**config.mk**
```make
export PLATFORM = sky130hd
export DESIGN_NAME = gate_bist
export DESIGN_NICKNAME = d
export VERILOG_FILES = /design/src/rtl/gate_bist.sv
export SDC_FILE = /design/constraint.sdc
export NUM_CORES = 1
export LEC_CHECK = 0
export CAP_MARGIN = 15
export CORE_MARGIN = 1
export CORE_UTILIZATION = 43
export DETAILED_ROUTE_END_ITERATION = 6
export MAX_ROUTING_LAYER = met4
export PLACE_DENSITY = 0.6
export SYNTH_ARGS = -nofsm -noshare
export SYNTH_HDL_FRONTEND = slang
export SYNTH_SLANG_ARGS = --single-unit
```
**constraint.sdc**
```tcl
create_clock -name clk -period 2.4 [get_ports clk]
set_input_delay 0.6 -clock clk [delete_from_list [all_inputs] [get_ports clk]]
set_output_delay 0.6 -clock clk [all_outputs]
set_load 0.1 [all_outputs]
```
**src/rtl/gate_bist.sv**
```systemverilog
// Built-in self test for a 2-input AND gate: sweeps all four input vectors PASSES times and counts mismatches.
// Optional first-failure capture ports are enabled by defining GATE_BIST_FAILCAP_EN.
module gate_bist #(
    parameter int SETTLE_CYCLES = 1,
    parameter int PASSES        = 1
) (
    input  logic       clk,
    input  logic       rst_n,
    input  logic       start,
    output logic       dut_a,
    output logic       dut_b,
    input  logic       dut_y,
    output logic       busy,
    output logic       done,
    output logic       pass,
    output logic [7:0] err_cnt
`ifdef GATE_BIST_FAILCAP_EN
    ,
    output logic [1:0] fail_vec,
    output logic       fail_valid
`endif
);

    typedef enum logic [1:0] {
        IDLE,
        APPLY,
        CHECK,
        DONE
    } state_t;

    state_t     state;
    logic [3:0] settle_cnt;
    logic [1:0] vec_idx;
    logic [7:0] pass_cnt;
    logic       mismatch;
    logic       last_vec;
    logic [7:0] err_next;

    assign mismatch = (dut_y != (dut_a & dut_b));
    assign last_vec = (vec_idx == 2'b11) && (pass_cnt == 8'(PASSES - 1));

    // Saturating count so a badly broken gate cannot wrap back to a clean-looking value
    always_comb begin
        err_next = err_cnt;
        if (mismatch && (err_cnt != 8'hFF)) begin
            err_next = err_cnt + 8'd1;
        end
    end

    always_ff @(posedge clk or negedge rst_n) begin
        if (!rst_n) begin
            state      <= IDLE;
            settle_cnt <= 4'd0;
            vec_idx    <= 2'd0;
            pass_cnt   <= 8'd0;
            dut_a      <= 1'b0;
            dut_b      <= 1'b0;
            busy       <= 1'b0;
            done       <= 1'b0;
            pass       <= 1'b0;
            err_cnt    <= 8'd0;
`ifdef GATE_BIST_FAILCAP_EN
            fail_vec   <= 2'b00;
            fail_valid <= 1'b0;
`endif
        end else begin
            case (state)
                IDLE: begin
                    if (start) begin
                        state      <= APPLY;
                        settle_cnt <= 4'd0;
                        vec_idx    <= 2'd0;
                        pass_cnt   <= 8'd0;
                        dut_a      <= 1'b0;
                        dut_b      <= 1'b0;
                        busy       <= 1'b1;
                        pass       <= 1'b0;
                        err_cnt    <= 8'd0;
`ifdef GATE_BIST_FAILCAP_EN
                        fail_vec   <= 2'b00;
                        fail_valid <= 1'b0;
`endif
                    end
                end
                APPLY: begin
                    if (settle_cnt == 4'(SETTLE_CYCLES - 1)) begin
                        settle_cnt <= 4'd0;
                        state      <= CHECK;
                    end else begin
                        settle_cnt <= settle_cnt + 4'd1;
                    end
                end
                CHECK: begin
                    err_cnt <= err_next;
`ifdef GATE_BIST_FAILCAP_EN
                    if (mismatch && !fail_valid) begin
                        fail_vec   <= {dut_a, dut_b};
                        fail_valid <= 1'b1;
                    end
`endif
                    // pass uses err_next so a mismatch on the final vector still counts
                    if (last_vec) begin
                        state    <= DONE;
                        busy     <= 1'b0;
                        done     <= 1'b1;
                        pass     <= (err_next == 8'd0);
                        dut_a    <= 1'b0;
                        dut_b    <= 1'b0;
                        vec_idx  <= 2'd0;
                        pass_cnt <= 8'd0;
                    end else begin
                        state   <= APPLY;
                        vec_idx <= vec_idx + 2'd1;
                        {dut_a, dut_b} <= vec_idx + 2'd1;
                        if (vec_idx == 2'b11) begin
                            pass_cnt <= pass_cnt + 8'd1;
                        end
                    end
                end
                DONE: begin
                    done  <= 1'b0;
                    state <= IDLE;
                end
                default: begin
                    state <= IDLE;
                    busy  <= 1'b0;
                    done  <= 1'b0;
                    dut_a <= 1'b0;
                    dut_b <= 1'b0;
                end
            endcase
        end
    end

endmodule

```
==> flow_metrics.tcl <==
set metrics [dict create \
    outcome "completed" \
    hold_path_class "reg2reg" \
    crit_path_start_kind "flop" \
    grt_pass1_vias 1290 \
    synth_cell_types 42 \
    async_reset_ff_frac 1.00 \
    fillers 334 \
    syn_to_final_growth_pct 13.9 \
    grt_usage 0.199 \
    multi_input_area_um2 850 \
    drt_wl_total_mm 3.39 \
    cts.reportedPaths.clkPinSlew_ns 0.15 \
    gp_congestion 0.868 \
    wl_per_cell_um 14.4 \
    die_h_um 62.6 \
    portBuffers 16 \
    drive_gt1_frac 0.159 \
    grt_max_degree 28 \
    slew_headroom 0.641 \
    syn_area_per_cell_um2 9.23 \
    post_cts_buffers 0 \
    clock_latency_ns 0.32 \
    r2r_setup_slack_ns 0.41 \
    seqCellArea_um2 677 \
    diodes 0 \
    dr.pass1.iters 4 \
    critPathKind "reg2reg" \
    fin_area_um2 1800 \
    dieArea_um2 3920 \
    crit_start "err_cnt[0]" \
    fin_skew_ns 0.00534 \
    rsz0062_at_grt "no" \
    grt_pass1_wl_mm 6.00 \
    tns_ns 0 \
    slew_viol_final 0 \
    rows 21 \
    ant_nets 0 \
    sequentialPowerShare 0.474 \
    ys.flop_type "dfrtp_1" \
    syn_area_um2 1580 \
    start_util 0.462 \
    drc 0 \
    ios 17 \
    max_clock_freq_ghz 0.502 \
    final_hold_viol_count 0 \
    worstPathArrival_ns 2.22 \
    die_x_um 62.6 \
    endpoint "err_cnt[0]" \
    syn_nets 182 \
    critPathMaxFanout 10 \
    powerDensity_nw_per_um2 668 \
    cts_buffer_depth 2 \
    clockRootBuffer "clkbuf_4" \
    drt_iter0_markers 60 \
    synth-warning-count 0 \
    cts_tree "built" \
    rr_worst_depth 6 \
    p_leak_nw 0.764 \
    period_minus_slack_ns 1.99 \
    via_per_inst 5.62 \
    cts_resized 0 \
    p_int_uw 656 \
    finalCritPeriodShare 0.830 \
    setup-violations-final 0 \
    worst_setup_path_end_kind "flop" \
    num_vias 1320 \
    cts_buffers 3 \
    switching_share 0.454 \
    coreArea_um2 3420 \
    seq_area_frac_synth 0.428 \
    placed_area_um2 1770 \
    irDropWorstVdd_v 0.000325 \
    synth_edf_count 0 \
    critPathRequiredTime_ns 2.63 \
    p_switching_uw 545 \
    nNetsFinal 201 \
    gr-total-overflow 0 \
    place_hpwl_mm 2.52 \
    cts.sinks 27 \
    power_frac_comb 0.361 \
    cts_hold_buf 0 \
    ys_ff_latch 27 \
    worst_slew_pin_slew_ns 0.539 \
    power.share.clock 0.165 \
    r2r-start "err_cnt[0]" \
    antenna_found_initial 0 \
    drv_cap 0 \
    timing.rr.end "err_cnt[0]" \
    postSynthCellCount 171 \
    h-tree-depth 1 \
]
[state kept, by name, summed over array words and instances (netlist names)]
| register | flops |
|---|---|
| err_cnt | 8 |
| pass_cnt | 8 |
| settle_cnt | 4 |
| state | 2 |
| busy | 1 |
| done | 1 |
| dut_a | 1 |
| pass | 1 |
| vec_idx | 1 |
[critical path, stage by stage (launching register included)]
cell	delay [ns]
dfrtp_1	0.53
ha_1	0.30
nand4_1	0.16
o21ai_2	0.35
nor2_2	0.10
mux2_2	0.29
a22o_1	0.18
[metrics by stage]
step | hold WS (ns) | total power [mW] | cells | setup WS, ns | util
after floorplan | 0.304 | 0.910 | 171 | 0.0491 | -
after global placement | 0.517 | 1.01 | 231 | 0.209 | 0.519
after detailed placement | 0.539 | 1.01 | 231 | 0.103 | 0.519
after CTS | 0.562 | 1.22 | 235 | 0.414 | 0.527
after global routing | 0.611 | 1.27 | 235 | 0.236 | 0.527
final | 0.564 | 1.20 | 235 | 0.408 | 0.527
[cell usage in the layout (no fill, tap or decap), types with 4 or more instances in the layout]
cell type  netlist  layout
a22o_1           6       6
buf_4            0      17
o21ai_0         16      16
dfrtp_1         27      26
nor2_1           8       8
o22ai_1          4       4
a21oi_1         14      14
ha_1             7       7
inv_1            8       8
nand2_1         18      18
xnor2_1          4       4
nand3_1          8       8
nand2b_1         4       4
nand4_1          6       6
[cell usage after synthesis (4+ instances only)]
cell type  number  area share
a21oi_1        14       0.044
clkbuf_1        4      0.0095
inv_1           8       0.019
nand4_1         6       0.024
a22o_1          6       0.033
ha_1            7       0.055
dfrtp_1        27        0.43
xnor2_1         4       0.022
o21ai_0        16       0.051
nand3_1         8       0.025
o22ai_1         4       0.016
nor2_1          8       0.019
nand2_1        18       0.043
nand2b_1        4       0.016
[power by group through the flow]
stage / sequential (mW) / combinational, mW / clock, mW
after floorplan: 0.794 / 0.116 / 0
after global placement: 0.575 / 0.434 / 0
after detailed placement: 0.578 / 0.435 / 0
after CTS: 0.569 / 0.436 / 0.211
after global routing: 0.579 / 0.454 / 0.235
final: 0.569 / 0.434 / 0.198
[logic make-up after synthesis]
kind of cell    count (synthesis)  synth area share
xor+xnor                        7            0.0436
buf+inv                        14            0.0341
fa+ha+maj                       7            0.0555
simple gates                   62             0.222
flops                          27             0.428
compound gates                 51             0.197
mux                             3            0.0198
[metal layers]
metal,GRT usage,vias up,share of wire
met5,-,-,0
met4,0.0785,0,0.011
met3,0.0237,4,0.035
met2,0.298,28,0.46
met1,0.275,628,0.50
li1,-,660,-
[cell type report]
class                   instances  area share
clock buffers                   3      0.0125
clock inverters                 1     0.00278
inverters                       8      0.0167
multi-input cells             130       0.472
flip-flops and latches         27       0.376
well taps                      46      0.0320
repair buffers                 20      0.0876
[worst min path at each step]
stage | from | to | slack, ns | cells after the start
2_1_floorplan | rst_n | busy | 0.30 | 0
3_3_place_gp | settle_cnt[3] | settle_cnt[3] | 0.52 | 2
3_5_place_dp | settle_cnt[0] | settle_cnt[0] | 0.54 | 1
4_1_cts | settle_cnt[0] | settle_cnt[0] | 0.56 | 1
5_1_grt | busy | busy | 0.61 | 2
6_report | settle_cnt[0] | settle_cnt[0] | 0.56 | 1
(Power assumes the default switching activity.)
